`src/rtl/rate_tick_pkg.sv`:
```
// rate_tick_pkg: shared FSM state type, divider helper and reset constants for rate_tick_gen
package rate_tick_pkg;

    typedef enum logic [1:0] {
        RUN_SLOW = 2'd0,
        ARM_FAST = 2'd1,
        RUN_FAST = 2'd2,
        ARM_SLOW = 2'd3
    } rate_state_t;

    localparam logic SD_DB_RST    = 1'b1;
    localparam logic SEL_SLOW_RST = 1'b1;

    function automatic int div_of(input int clk_hz, input int hz);
        return clk_hz / hz;
    endfunction

endpackage

```
`src/rtl/sd_debounce.sv`:
```
// sd_debounce: 2-FF synchronizer plus debouncer for the raw speed switch
// Ports: clk (rising edge), rst_n (sync, active low), d_in (raw async switch), d_out (clean level, resets to 1)
// Macro RATE_TICK_DEBOUNCE_EN: defined -> d_out changes only after DB_CYC stable cycles;
//                              undefined -> d_out follows the synchronized input one cycle later.
module sd_debounce
    import rate_tick_pkg::*;
#(
    parameter int DB_CYC = 1_000_000
) (
    input  logic clk,
    input  logic rst_n,
    input  logic d_in,
    output logic d_out
);

    logic meta_q, sd_sync_q, sd_db_q, sd_db_d;

    if (DB_CYC < 1) begin : g_bad_db_cyc
        $error("sd_debounce: DB_CYC must be at least 1");
    end

    always_ff @(posedge clk) begin
        if (!rst_n) begin
            meta_q    <= SD_DB_RST;
            sd_sync_q <= SD_DB_RST;
        end else begin
            meta_q    <= d_in;
            sd_sync_q <= meta_q;
        end
    end

`ifdef RATE_TICK_DEBOUNCE_EN
    localparam int CW = DB_CYC > 1 ? $clog2(DB_CYC) : 1;

    logic [CW-1:0] db_cnt_q, db_cnt_d;
    logic          db_done;

    assign db_done = db_cnt_q == CW'(DB_CYC - 1);

    // The counter only advances while the synchronized level disagrees with the
    // accepted level, so any shorter excursion is forgotten on return.
    always_comb begin
        db_cnt_d = (sd_sync_q == sd_db_q || db_done) ? '0 : db_cnt_q + 1'b1;
        sd_db_d  = (sd_sync_q != sd_db_q && db_done) ? sd_sync_q : sd_db_q;
    end

    always_ff @(posedge clk) begin
        if (!rst_n) begin
            db_cnt_q <= '0;
            sd_db_q  <= SD_DB_RST;
        end else begin
            db_cnt_q <= db_cnt_d;
            sd_db_q  <= sd_db_d;
        end
    end
`else
    assign sd_db_d = sd_sync_q;

    always_ff @(posedge clk) begin
        if (!rst_n) sd_db_q <= SD_DB_RST;
        else        sd_db_q <= sd_db_d;
    end
`endif

    assign d_out = sd_db_q;

endmodule

```
`src/rtl/rate_tick_gen.sv`:
```
// rate_tick_gen: dual-rate timebase producing slow/fast square waves, tick pulses and a glitch-free selected tick
// Ports: clk, rst_n (sync, active low), sd_in (raw switch, 1 = slow),
//        outclk1/outclk12 (slow/fast square waves), tick_slow/tick_fast (one-cycle rate ticks),
//        tick_sel (tick of the applied rate), sel_slow (applied selection, 1 = slow)
// Macro RATE_TICK_DEBOUNCE_EN selects the debounced switch path inside sd_debounce.
module rate_tick_gen
    import rate_tick_pkg::*;
#(
    parameter int CLK_HZ  = 100_000_000,
    parameter int SLOW_HZ = 1,
    parameter int FAST_HZ = 12,
    parameter int DB_CYC  = 1_000_000
) (
    input  logic clk,
    input  logic rst_n,
    input  logic sd_in,
    output logic outclk1,
    output logic outclk12,
    output logic tick_slow,
    output logic tick_fast,
    output logic tick_sel,
    output logic sel_slow
);

    localparam int SLOW_DIV = div_of(CLK_HZ, SLOW_HZ);
    localparam int FAST_DIV = div_of(CLK_HZ, FAST_HZ);
    localparam int SW       = $clog2(SLOW_DIV);
    localparam int FW       = $clog2(FAST_DIV);

    if (FAST_DIV < 2 || FAST_DIV >= SLOW_DIV) begin : g_bad_div
        $error("rate_tick_gen: dividers must satisfy 2 <= FAST_DIV < SLOW_DIV");
    end

    logic          sd_db;
    logic [SW-1:0] slow_cnt_q, slow_cnt_d;
    logic [FW-1:0] fast_cnt_q, fast_cnt_d;
    logic          tick_slow_q, tick_fast_q, tick_sel_q, tick_sel_d;
    logic          outclk1_q, outclk12_q, sel_slow_q, sel_slow_d;
    rate_state_t   state_q, state_d;

    sd_debounce #(.DB_CYC(DB_CYC)) u_db (
        .clk  (clk),
        .rst_n(rst_n),
        .d_in (sd_in),
        .d_out(sd_db)
    );

    always_comb begin
        slow_cnt_d = slow_cnt_q == SW'(SLOW_DIV - 1) ? '0 : slow_cnt_q + 1'b1;
        fast_cnt_d = fast_cnt_q == FW'(FAST_DIV - 1) ? '0 : fast_cnt_q + 1'b1;
    end

    // ARM states hold tick_sel low until the target rate completes a full
    // period; the counters free-run, so its next tick always ends a whole period.
    always_comb begin
        state_d    = state_q;
        tick_sel_d = 1'b0;
        case (state_q)
            RUN_SLOW: if (!sd_db) state_d = ARM_FAST; else tick_sel_d = tick_slow_q;
            ARM_FAST: if (sd_db) state_d = RUN_SLOW;
                      else if (tick_fast_q) begin
                          tick_sel_d = 1'b1;
                          state_d    = RUN_FAST;
                      end
            RUN_FAST: if (sd_db) state_d = ARM_SLOW; else tick_sel_d = tick_fast_q;
            ARM_SLOW: if (!sd_db) state_d = RUN_FAST;
                      else if (tick_slow_q) begin
                          tick_sel_d = 1'b1;
                          state_d    = RUN_SLOW;
                      end
            default:  state_d = RUN_SLOW;
        endcase
        sel_slow_d = state_d == RUN_SLOW || state_d == ARM_FAST;
    end

    always_ff @(posedge clk) begin
        if (!rst_n) begin
            slow_cnt_q  <= '0;
            fast_cnt_q  <= '0;
            tick_slow_q <= 1'b0;
            tick_fast_q <= 1'b0;
            tick_sel_q  <= 1'b0;
            outclk1_q   <= 1'b1;
            outclk12_q  <= 1'b1;
            sel_slow_q  <= SEL_SLOW_RST;
            state_q     <= RUN_SLOW;
        end else begin
            slow_cnt_q  <= slow_cnt_d;
            fast_cnt_q  <= fast_cnt_d;
            tick_slow_q <= slow_cnt_q == SW'(SLOW_DIV - 1);
            tick_fast_q <= fast_cnt_q == FW'(FAST_DIV - 1);
            tick_sel_q  <= tick_sel_d;
            // Decoding the next count keeps the square waves aligned with the counter value.
            outclk1_q   <= slow_cnt_d < SW'(SLOW_DIV / 2);
            outclk12_q  <= fast_cnt_d < FW'(FAST_DIV / 2);
            sel_slow_q  <= sel_slow_d;
            state_q     <= state_d;
        end
    end

    assign outclk1   = outclk1_q;
    assign outclk12  = outclk12_q;
    assign tick_slow = tick_slow_q;
    assign tick_fast = tick_fast_q;
    assign tick_sel  = tick_sel_q;
    assign sel_slow  = sel_slow_q;

endmodule

```
`config.mk`:
```
export PLATFORM = sky130hd
export DESIGN_NAME = rate_tick_gen
export DESIGN_NICKNAME = d
export VERILOG_FILES = /design/src/rtl/rate_tick_pkg.sv /design/src/rtl/sd_debounce.sv /design/src/rtl/rate_tick_gen.sv
export SDC_FILE = /design/constraint.sdc
export NUM_CORES = 1
export LEC_CHECK = 0
export ABC_AREA = 1
export BUFFER_PORTS_ARGS = -buffer_cell sky130_fd_sc_hd__buf_2
export CORE_MARGIN = 10
export CORE_UTILIZATION = 54
export DETAILED_ROUTE_END_ITERATION = 7
export MAX_ROUTING_LAYER = met4
export PLACE_DENSITY = 0.7
export REMOVE_ABC_BUFFERS = 1
export SETUP_SLACK_MARGIN = 0.3
export SLEW_MARGIN = 20
export SYNTH_ARGS = -nofsm -noshare
export SYNTH_HDL_FRONTEND = slang
export SYNTH_SLANG_ARGS = --single-unit
```
`constraint.sdc`:
```
create_clock -name clk -period 2.3 [get_ports clk]
set_input_delay 0.115 -clock clk [delete_from_list [all_inputs] [get_ports clk]]
set_output_delay 0.115 -clock clk [all_outputs]
set_load 0.005 [all_outputs]
```
# --- After elaboration in Yosys (flattened, before gate mapping) ---
# Index checks and enable logic that the tools add are counted.
totals:
  register_bits: 61
  output_inout_bits: 6
  word_cells: 41
classes:
  addsub: 2
  order_cmp: 2
  eq_ne: 6
  mux: 16
  n_reduce_logical: 3
ops:
  columns: ["operator", "n"]
  rows:
  - ["adder 27 x 1 -> 27 bit (second input constant)", 1]
  - ["== test 27 bit (second input constant)", 1]
  - ["< comparator 27 x 26 -> 1 bit (second input constant)", 1]
  - ["2-to-1 mux 27 bit", 1]
  - ["adder 23 x 1 -> 23 bit (second input constant)", 1]
  - ["== test 23 bit (second input constant)", 1]
  - ["< comparator 23 x 22 -> 1 bit (second input constant)", 1]
  - ["2-to-1 mux 23 bit", 1]
  - ["2-to-1 mux 2 bit", 6]
  - ["one-hot mux 2 bit (4 select lines)", 1]
  - ["2-to-1 mux 1 bit", 6]
  - ["== test 2 x 1 -> 1 bit (second input constant)", 2]
  - ["== test 2 bit (second input constant)", 2]
  - ["logical NOT 2 bit", 2]
  - ["one-hot mux 1 bit (4 select lines)", 1]
  - ["logical OR 1 bit", 1]

# --- Logic depth before layout (Yosys ltp) ---
# Gate-level depths: netlist of the first run.
logic_depth:
  ltp_word: 5
  ltp_mapped: 16
  depth_no_buf: 16

# --- Cells and area by module ---
# From an unflattened synthesis of the first run, not the netlist that was laid out.
unflattened:
  hier_cells: 596
  hier_area_um2: 3742.3
by_module_without_submodules:
  columns: ["module", "instances", "cells_per_inst", "area_each_um2", "seq_area_each_um2"]
  rows:
  - ["rate_tick_gen", 1, 587, 3659.8, 1161.1]
  - ["sd_debounce", 1, 9, 82.6, 60.1]

# --- Worst setup path before layout of the first run ---
# Ideal clock, no wire load.
synth_path:
  path_type: "register to register"
  start: "reg slow_cnt_q[0]"
  end: "reg outclk1_q (netlist: outclk1)"
  setup_time_ns: 0.112
  arrival_ns: 1.579
  required_time_ns: 2.188
  slack_ns: 0.608
  path_stages_with_launch: 15
  path_buffers: 0
  period_less_slack_ns: 1.692
  cell_sequence: "dfxtp_1 > ha_1 > inv_1 > nor2_4 > nand2_4 > nor2_8 > nand3_1 > nand2_1 > nand3_1 > nor2_1 > nand3_1 > nor2_1 > nand2_1 > nand2_1 > nand2_1"
synth_via:
  elab_chain_len: 3
  word_cells_on_any_way: 4
synth_rtl:
  columns: ["item", "line_no", "text"]
  rows:
  - ["from (decl)", "rate_tick_gen.sv:35", "logic [SW-1:0] slow_cnt_q, slow_cnt_d;"]
  - ["from (signal assigned)", "rate_tick_gen.sv:88", "slow_cnt_q <= slow_cnt_d;"]
  - ["adder 27 x 1 -> 27 bit / == test 27 bit (equally long branches)", "rate_tick_gen.sv:49", "slow_cnt_d = slow_cnt_q == SW'(SLOW_DIV - 1) ? '0 : slow_cnt_q + 1'b1;"]
  - ["2-to-1 mux 27 bit (*)", "rate_tick_gen.sv:49", null]
  - ["< comparator 27 x 26 -> 1 bit (*)", "rate_tick_gen.sv:94", "outclk1_q <= slow_cnt_d < SW'(SLOW_DIV / 2);"]
  - ["to (signal assigned)", "rate_tick_gen.sv:94", null]
  - ["to (decl)", "rate_tick_gen.sv:38", "logic outclk1_q, outclk12_q, sel_slow_q, sel_slow_d;"]
# Every way passes the cells marked *; elsewhere a longest branch is shown, timed or not.
# A chain may end at the register's enable or synchronous reset.

# --- Worst setup path after layout of the first run ---
# Ends and elaborated chain as after synthesis.

==> results of run 1 <==
-- metrics by stage --
stage | total power [mW] | setup slack [ps] | cell area (um2)
floorplan | 1.151 | 608.5 | 3615
global placement | 1.173 | 342.0 | 3781
detailed placement | 1.175 | 351.4 | 3781
CTS | 2.246 | 328.4 | 4013
global route | 2.293 | 281.7 | 4051
finish | 2.229 | 449.3 | 4051
-- metal layers --
metal / GRT usage, % / part of all wire, % / vias up
li1: - / - / 1804
met1: 23.29 / 51 / 1567
met2: 25.23 / 43 / 76
met3: 2.969 / 4.8 / 13
met4: 6.399 / 1.2 / 0
met5: - / 0 / -
-- cells in the mapped netlist, types with 2 or more instances --
| cell | number |
|---|---|
| o21ai_0 | 12 |
| o211ai_1 | 3 |
| nand3_2 | 3 |
| nand3b_1 | 2 |
| nand2_2 | 10 |
| a21oi_1 | 5 |
| o21bai_1 | 4 |
| ha_1 | 7 |
| nor3_2 | 3 |
| xor2_1 | 10 |
| nor3_1 | 14 |
| or2_2 | 6 |
| xnor2_1 | 2 |
| nand3_1 | 47 |
| nor2_2 | 10 |
| dfxtp_1 | 61 |
| nor2_1 | 103 |
| clkbuf_1 | 4 |
| nor2_4 | 9 |
| nand2_1 | 138 |
| inv_2 | 3 |
| nand2_4 | 2 |
| nand4_1 | 15 |
| inv_1 | 75 |
-- critical path, cell delays in order (launching register included) --
cell and delay (ps):
dfxtp_2 370, ha_2 190, inv_2 60, nor2_4 130, nand2_4 130, nor2_4 130, nand2_1 110, nor2_1 100
nand2_1 60, nand3_1 120, nand3_1 90, nor2_1 110, nand2_1 60, nand2_1 50, nand2_1 40
-- cell type report --
type / count / area share [%]
multi-input cells: 416 / 52.69
well taps: 77 / 2.378
clock buffers: 9 / 3.057
flip-flops and latches: 61 / 30.17
inverters: 79 / 7.319
clock inverters: 7 / 2.409
repair buffers: 13 / 1.977
-- cells in the final DEF (no fill, tap or decap), types with 5 or more instances in the layout --
| master | netlist | final |
|---|---|---|
| nor2_1 | 103 | 97 |
| nand3_1 | 47 | 47 |
| or2_2 | 6 | 6 |
| buf_2 | 1 | 8 |
| nor2_2 | 10 | 14 |
| nand2_2 | 10 | 9 |
| o21ai_0 | 12 | 12 |
| ha_1 | 7 | 6 |
| inv_1 | 75 | 74 |
| nor2_4 | 9 | 11 |
| nand4_1 | 15 | 15 |
| clkbuf_8 | 0 | 9 |
| dfxtp_1 | 61 | 60 |
| nor3_1 | 14 | 13 |
| nand2_1 | 138 | 138 |
| a21oi_1 | 5 | 5 |
| xor2_1 | 10 | 10 |
-- logic make-up (layout without fill, tap and decap cells) --
family | Yosys count | after routing | share of synthesized area [%]
simple gates | 365 | 365 | 46.71
buf+inv | 84 | 108 | 8.709
flops | 61 | 61 | 33.60
compound gates | 31 | 31 | 5.233
xor+xnor | 13 | 13 | 3.339
fa+ha+maj | 7 | 7 | 2.410
-- where the power goes --
part           leakage (nW)  total, mW  internal [mW]  switching (mW)
logic                  1.07     0.0684         0.0238          0.0446
registers             0.493       1.08           1.07          0.0146
clock network         0.106       1.08          0.613           0.464
total                  1.67       2.23           1.71           0.523
-- worst max-delay path by stage --
stage	end	slack [ps]	depth (start not counted)	start
2_1_floorplan	outclk1$_SDFF_PN1_	610	14	slow_cnt_q[0]$_SDFF_PP0_
3_3_place_gp	outclk1$_SDFF_PN1_	340	14	slow_cnt_q[0]$_SDFF_PP0_
3_5_place_dp	outclk1$_SDFF_PN1_	350	14	slow_cnt_q[0]$_SDFF_PP0_
4_1_cts	outclk1$_SDFF_PN1_	330	14	slow_cnt_q[0]$_SDFF_PP0_
5_1_grt	outclk1$_SDFF_PN1_	280	13	slow_cnt_q[9]$_SDFF_PN0_
6_report	outclk1$_SDFF_PN1_	450	14	slow_cnt_q[0]$_SDFF_PP0_
-- timing repair --
action                                 CTS  global route
setup endpoints to repair                0             3
hold buffers                             1             0
resized for setup                        0            13
endpoints found under the hold margin    1             0
==> results.md, run 1 <==
* Iteration-0 DRC Markers at between 200 and 300
* Startpoint of the lowest-slack register-to-register path: slow_cnt_q[0]$_SDFF_PP0_
* Wire per inst at around 13 um
* Number of synthesized flops with an enable pin at 0
* Minimum clock period at approximately 1900 ps
* Wire length of the first global-routing pass at roughly 14 mm
* Area of the multi-input gates at 2135 um2
* Hold_sp: rst_n
* Largest Register: slow_cnt_q
* Initial DRT Pass Iterations at 5
* Layout net count at 590
* Yosys warning count at 0
* Register clock-pin slew on the reported worst setup and hold paths at 70 ps
* Slew at the pin closest to its max-slew limit at between 400 and 500 ps
* Die Ht at slightly above 100 um
* Count of cells along the worst register-to-register path at 14
* Outcome: completed
* Pin count of the biggest net entering global routing at 16
* Worst Setup Start Kind: register
* Area contributors post-synth: dfxtp_1, nand2_1, nor2_1, inv_1, nand3_1
* Buffer levels on the longest clock path at 2
* Congestion Overflow GR at 0
* Top fanout value on the critical path at 7
* Register-to-register path setup slack at 450 ps
* Synthesis-to-layout area growth at 11.46%
* Worst min-delay path class: input pin to register
* Gr usage total at roughly 17%
* Die Width at slightly above 100 um
* Max-slew violations at 0
* Num rows at 29
* Skew-Pair Late Insertion Delay at 350 ps
* Post-CTS setup-driven buffer insertion count at 0
* Final hold vios at 0
* Antenna violations before repair at 0
* PD cells at 550.3 nW/um2
* Signal arrival time at the worst endpoint at around 2100 ps
* Sinks on the clock net at 61
* I/O Pins at 9
* Reg area at 1222 um2
* WL final at roughly 8.5 mm
* # Max-Cap Violations at 0
* Antenna cells at 0
* Filler cell count in the final layout at 605
* PortBufs at 8
* Cell type with the highest aggregate area in the netlist: dfxtp_1
* Largest registers: slow_cnt_q x27, fast_cnt_q x23, state_q x2
* Max reg flops at 27
* Headroom to the max-slew limit at 69.31%
* Endpoint with the worst hold slack: outclk1$_SDFF_PN1_
* Routability cong. at between 0.9 and 1
* Clock tree root driver cell: clkbuf_8
* WHS at approximately 21 ps
* Post-synth design cell area at around 3600 um2
* H-tree lvl count at 3
* Reg-to-reg critical path endpoint: outclk1$_SDFF_PN1_
* Area of the core at between 6000 and 7000 um2
* Final cell count without fillers at ~660
* Full die area at 10410 um2
* Fraction of layout cells with a size suffix above 1 at 14.87%
* Distinct cell type count of the synthesized netlist at 37
* Share of the clock period used by the worst path after layout at about four fifths
* Main synth FF type: dfxtp_1
* Hold-critical path depth at 2
* Max VDD drop at 0.0004055 V
* DRC Markers at 0
* Async set or reset register ratio after synthesis at 0%
* Average cell area after synthesis at between 6 and 7 um2
* Worst Setup Path Type: register to register
* Standby leakage power at roughly 1.7 nW
* Endpoints failing setup at 0
* Required time of the critical path at 2540 ps
* Final setup skew at about 10 ps
* Endpoint class of the critical path: register
* DP Wirelength at between 6 and 7 mm
* Via count of the first global-routing pass at roughly 3.1k
* Fmax achieved at ~540 MHz
* Syn Inst Count at about 560
* Flip-flop and latch count after synthesis at a little over 60
* Via total after detailed routing at between 3k and 4k
* Clock buffer count from CTS at 9
* Post-synthesis sequential area ratio at between 30% and 40%
* Post-DR vias/cell at 5.227
* TritonCTS clock tree: done
* Fraction of the core area covered by cells at the end of the flow at a little over three fifths
* Initial cell density of the core at 56.28%
* Setup TNS after final layout at 0 ps
* Remaining number of nets flagged by the antenna check after routing at 0
* Unrepaired setup endpoints after global routing: true
* Placed Cells at 645
* Area fraction of the dominant cell type after synthesis at about a third
Power figures use the tool's default switching activity.
==> inputs of run 2 (changes only) <==
- clock period: 2.3 -> 1.9 ns (I/O delays scaled with it)
==> run 2 against run 1 <==
Cell count grew 5.7%; maximum frequency grew 2.0%; sequential power grew 22%; first-iteration DRC count shrank 11%; register-to-register slack lost 360 ps; non-clock buffer count grew 38; die area is the same; combinational power grew 70%; design area grew 16%; clock skew shrank 4.8 ps; highest routed layer unchanged.
==> results.md, run 2 (same netlist as run 1, synthesis figures left out) <==
* Synthesis-to-layout area growth at 28.78%
* Largest registers: slow_cnt_q x27, fast_cnt_q x23, state_q x2
* Combinational share of power at under 10%
* Unrepaired setup endpoints after global routing: true
* Clock tree root driver cell: clkbuf_8
* Num rows at 29
* Die Ht at between 100 and 150 um
* Pin count of the biggest net entering global routing at 24
* Post-DR vias/cell at approximately 5.4
* PD cells at around 560 nW/um2
* Setup TNS after final layout at 0 ps
* Clock power share at a little under half
* Fmax achieved at approximately 550 MHz
* Layout net count at between 600 and 700
* Via total after detailed routing at 3756
* DRC Markers at 0
* Initial DRT Pass Iterations at 5
* TritonCTS clock tree: done
* Largest Register: slow_cnt_q
* # Max-Cap Violations at 0
* Headroom to the max-slew limit at between 50% and 60%
* Final hold vios at 0
* Congestion Overflow GR at 0
* Sinks on the clock net at slightly above 60
* WL final at ~9.6 mm
* Antenna cells at 0
* Final setup skew at 5.632 ps
* Placement Setup Slack at 12.66 ps
* Share of the clock period used by the worst path after layout at 95.45%
* Routability cong. at approximately 0.96
* Wire length of the first global-routing pass at ~16 mm
* Count of cells along the worst register-to-register path at 14
* Iteration-0 DRC Markers at 263
* Skew-Pair Late Insertion Delay at 350 ps
* Worst Setup Path Type: register to register
* Minimum clock period at between 1500 and 2000 ps
* Gr usage total at between 10% and 20%
* DP Wirelength at around 6.5 mm
* PortBufs at 8
* Max reg flops at 27
* Switching power at 0.6597 mW
* H-tree lvl count at 3
* Worst min-delay path class: input pin to register
* I/O Pins at 9
* Seq pwr share at 50.4%
* Max VDD drop at 0.0004189 V
* Endpoints failing setup at 0
* Most common cell after layout, fill and taps aside: nand2_1
* Sw Ratio at roughly a quarter
* Wire per inst at ~14 um
* Worst Setup Start Kind: register
* Clock buffer count from CTS at 9
* Register clock-pin slew on the reported worst setup and hold paths at around 80 ps
* Slew at the pin closest to its max-slew limit at between 700 and 800 ps
* Hold-critical path depth at 2
* Die Width at just over 100 um
* Filler cell count in the final layout at 517
* Worst path setup slack after routing at approximately 86 ps
* Internal power summed over all cells at about 2.0 mW
* Initial cell density of the core at 56.28%
* Required time of the critical path at roughly 2100 ps
* Max-slew violations at 0
* Most frequent cells in the layout: nand2_1, nor2_1, inv_1
* Signal arrival time at the worst endpoint at 2060 ps
* Antenna violations before repair at 0
* Endpoint class of the critical path: register
* Fraction of layout cells with a size suffix above 1 at 32.91%
* Remaining number of nets flagged by the antenna check after routing at 0
* Area of the core at roughly 6500 um2
* Top fanout value on the critical path at 7
* Outcome: completed
* Buffer levels on the longest clock path at 2
* Via count of the first global-routing pass at approximately 3.4k
* Final total power at 2.614 mW
* Standby leakage power at roughly 1.9 nW
* Full die area at 10410 um2
run 2: worst paths after layout:
check	start	end	slack, ps
max reg2reg	slow_cnt_q[1]$_SDFF_PP0_	outclk1$_SDFF_PN1_	90
max	slow_cnt_q[1]$_SDFF_PP0_	outclk1$_SDFF_PN1_	90
min reg2reg	u_db.meta_q$_SDFF_PN1_	u_db.sd_db_d$_SDFF_PN1_	420
min	rst_n	sel_slow$_SDFF_PN1_	20
run 2: power by group through the flow:
stage,registers (mW),clock network [mW],logic (mW)
4_1_cts,1.32,1.19,0.103
3_3_place_gp,1.34,0,0.0855
2_1_floorplan,1.34,0,0.0559
6_report,1.32,1.18,0.116
5_1_grt,1.32,1.25,0.131
3_5_place_dp,1.34,0,0.0866
run 2: metal layers:
| metal | vias up | wire, um | GRT usage (%) |
|---|---|---|---|
| li1 | 1889 | - | - |
| met1 | 1728 | 4290 | 24.58 |
| met2 | 122 | 4498 | 28.69 |
| met3 | 17 | 610 | 2.969 |
| met4 | 0 | 164 | 7.918 |
| met5 | - | 0 | - |
run 2: what timing repair did:
item,4_1_cts,5_1_grt
hold endpoints to repair,2,0
setup buffers,15,11
resized for setup,70,57
pin swaps,28,35
hold buffers,2,0
setup endpoints to repair,13,24
run 2: critical path, stage by stage, from the launching register on:
cell and delay (ps):
dfxtp_4 370, ha_4 150, inv_4 40, nor2_4 150
nand2_8 120, nor2_8 140, nand2_2 60, nand2_1 60
nand3_1 110, nor2_1 110, nand3b_1 90, nor2_1 120
nand2_1 60, nand2_1 70, nand2_1 50
run 2: metrics by stage:
step	cell area, um2	hold WS, ps	cells	utilization (%)
2_1_floorplan	3615	163.7	556	-
3_3_place_gp	3864	280.3	656	59.82
3_5_place_dp	3864	282.7	656	59.82
4_1_cts	4417	7.174	689	68.38
5_1_grt	4681	26.71	700	72.47
6_report	4681	19.11	700	72.47
run 2: final cells by class:
class / instances / area [um2] / share of cell area [%]
tap: 77 / 96.34 / 2.058
multi-input combinational: 416 / 2426 / 51.83
timing repair buffer: 51 / 390.4 / 8.340
clock buffer: 9 / 123.9 / 2.646
sequential: 61 / 1265 / 27.02
clock inverter: 7 / 75.07 / 1.604
inverter: 79 / 304.0 / 6.496
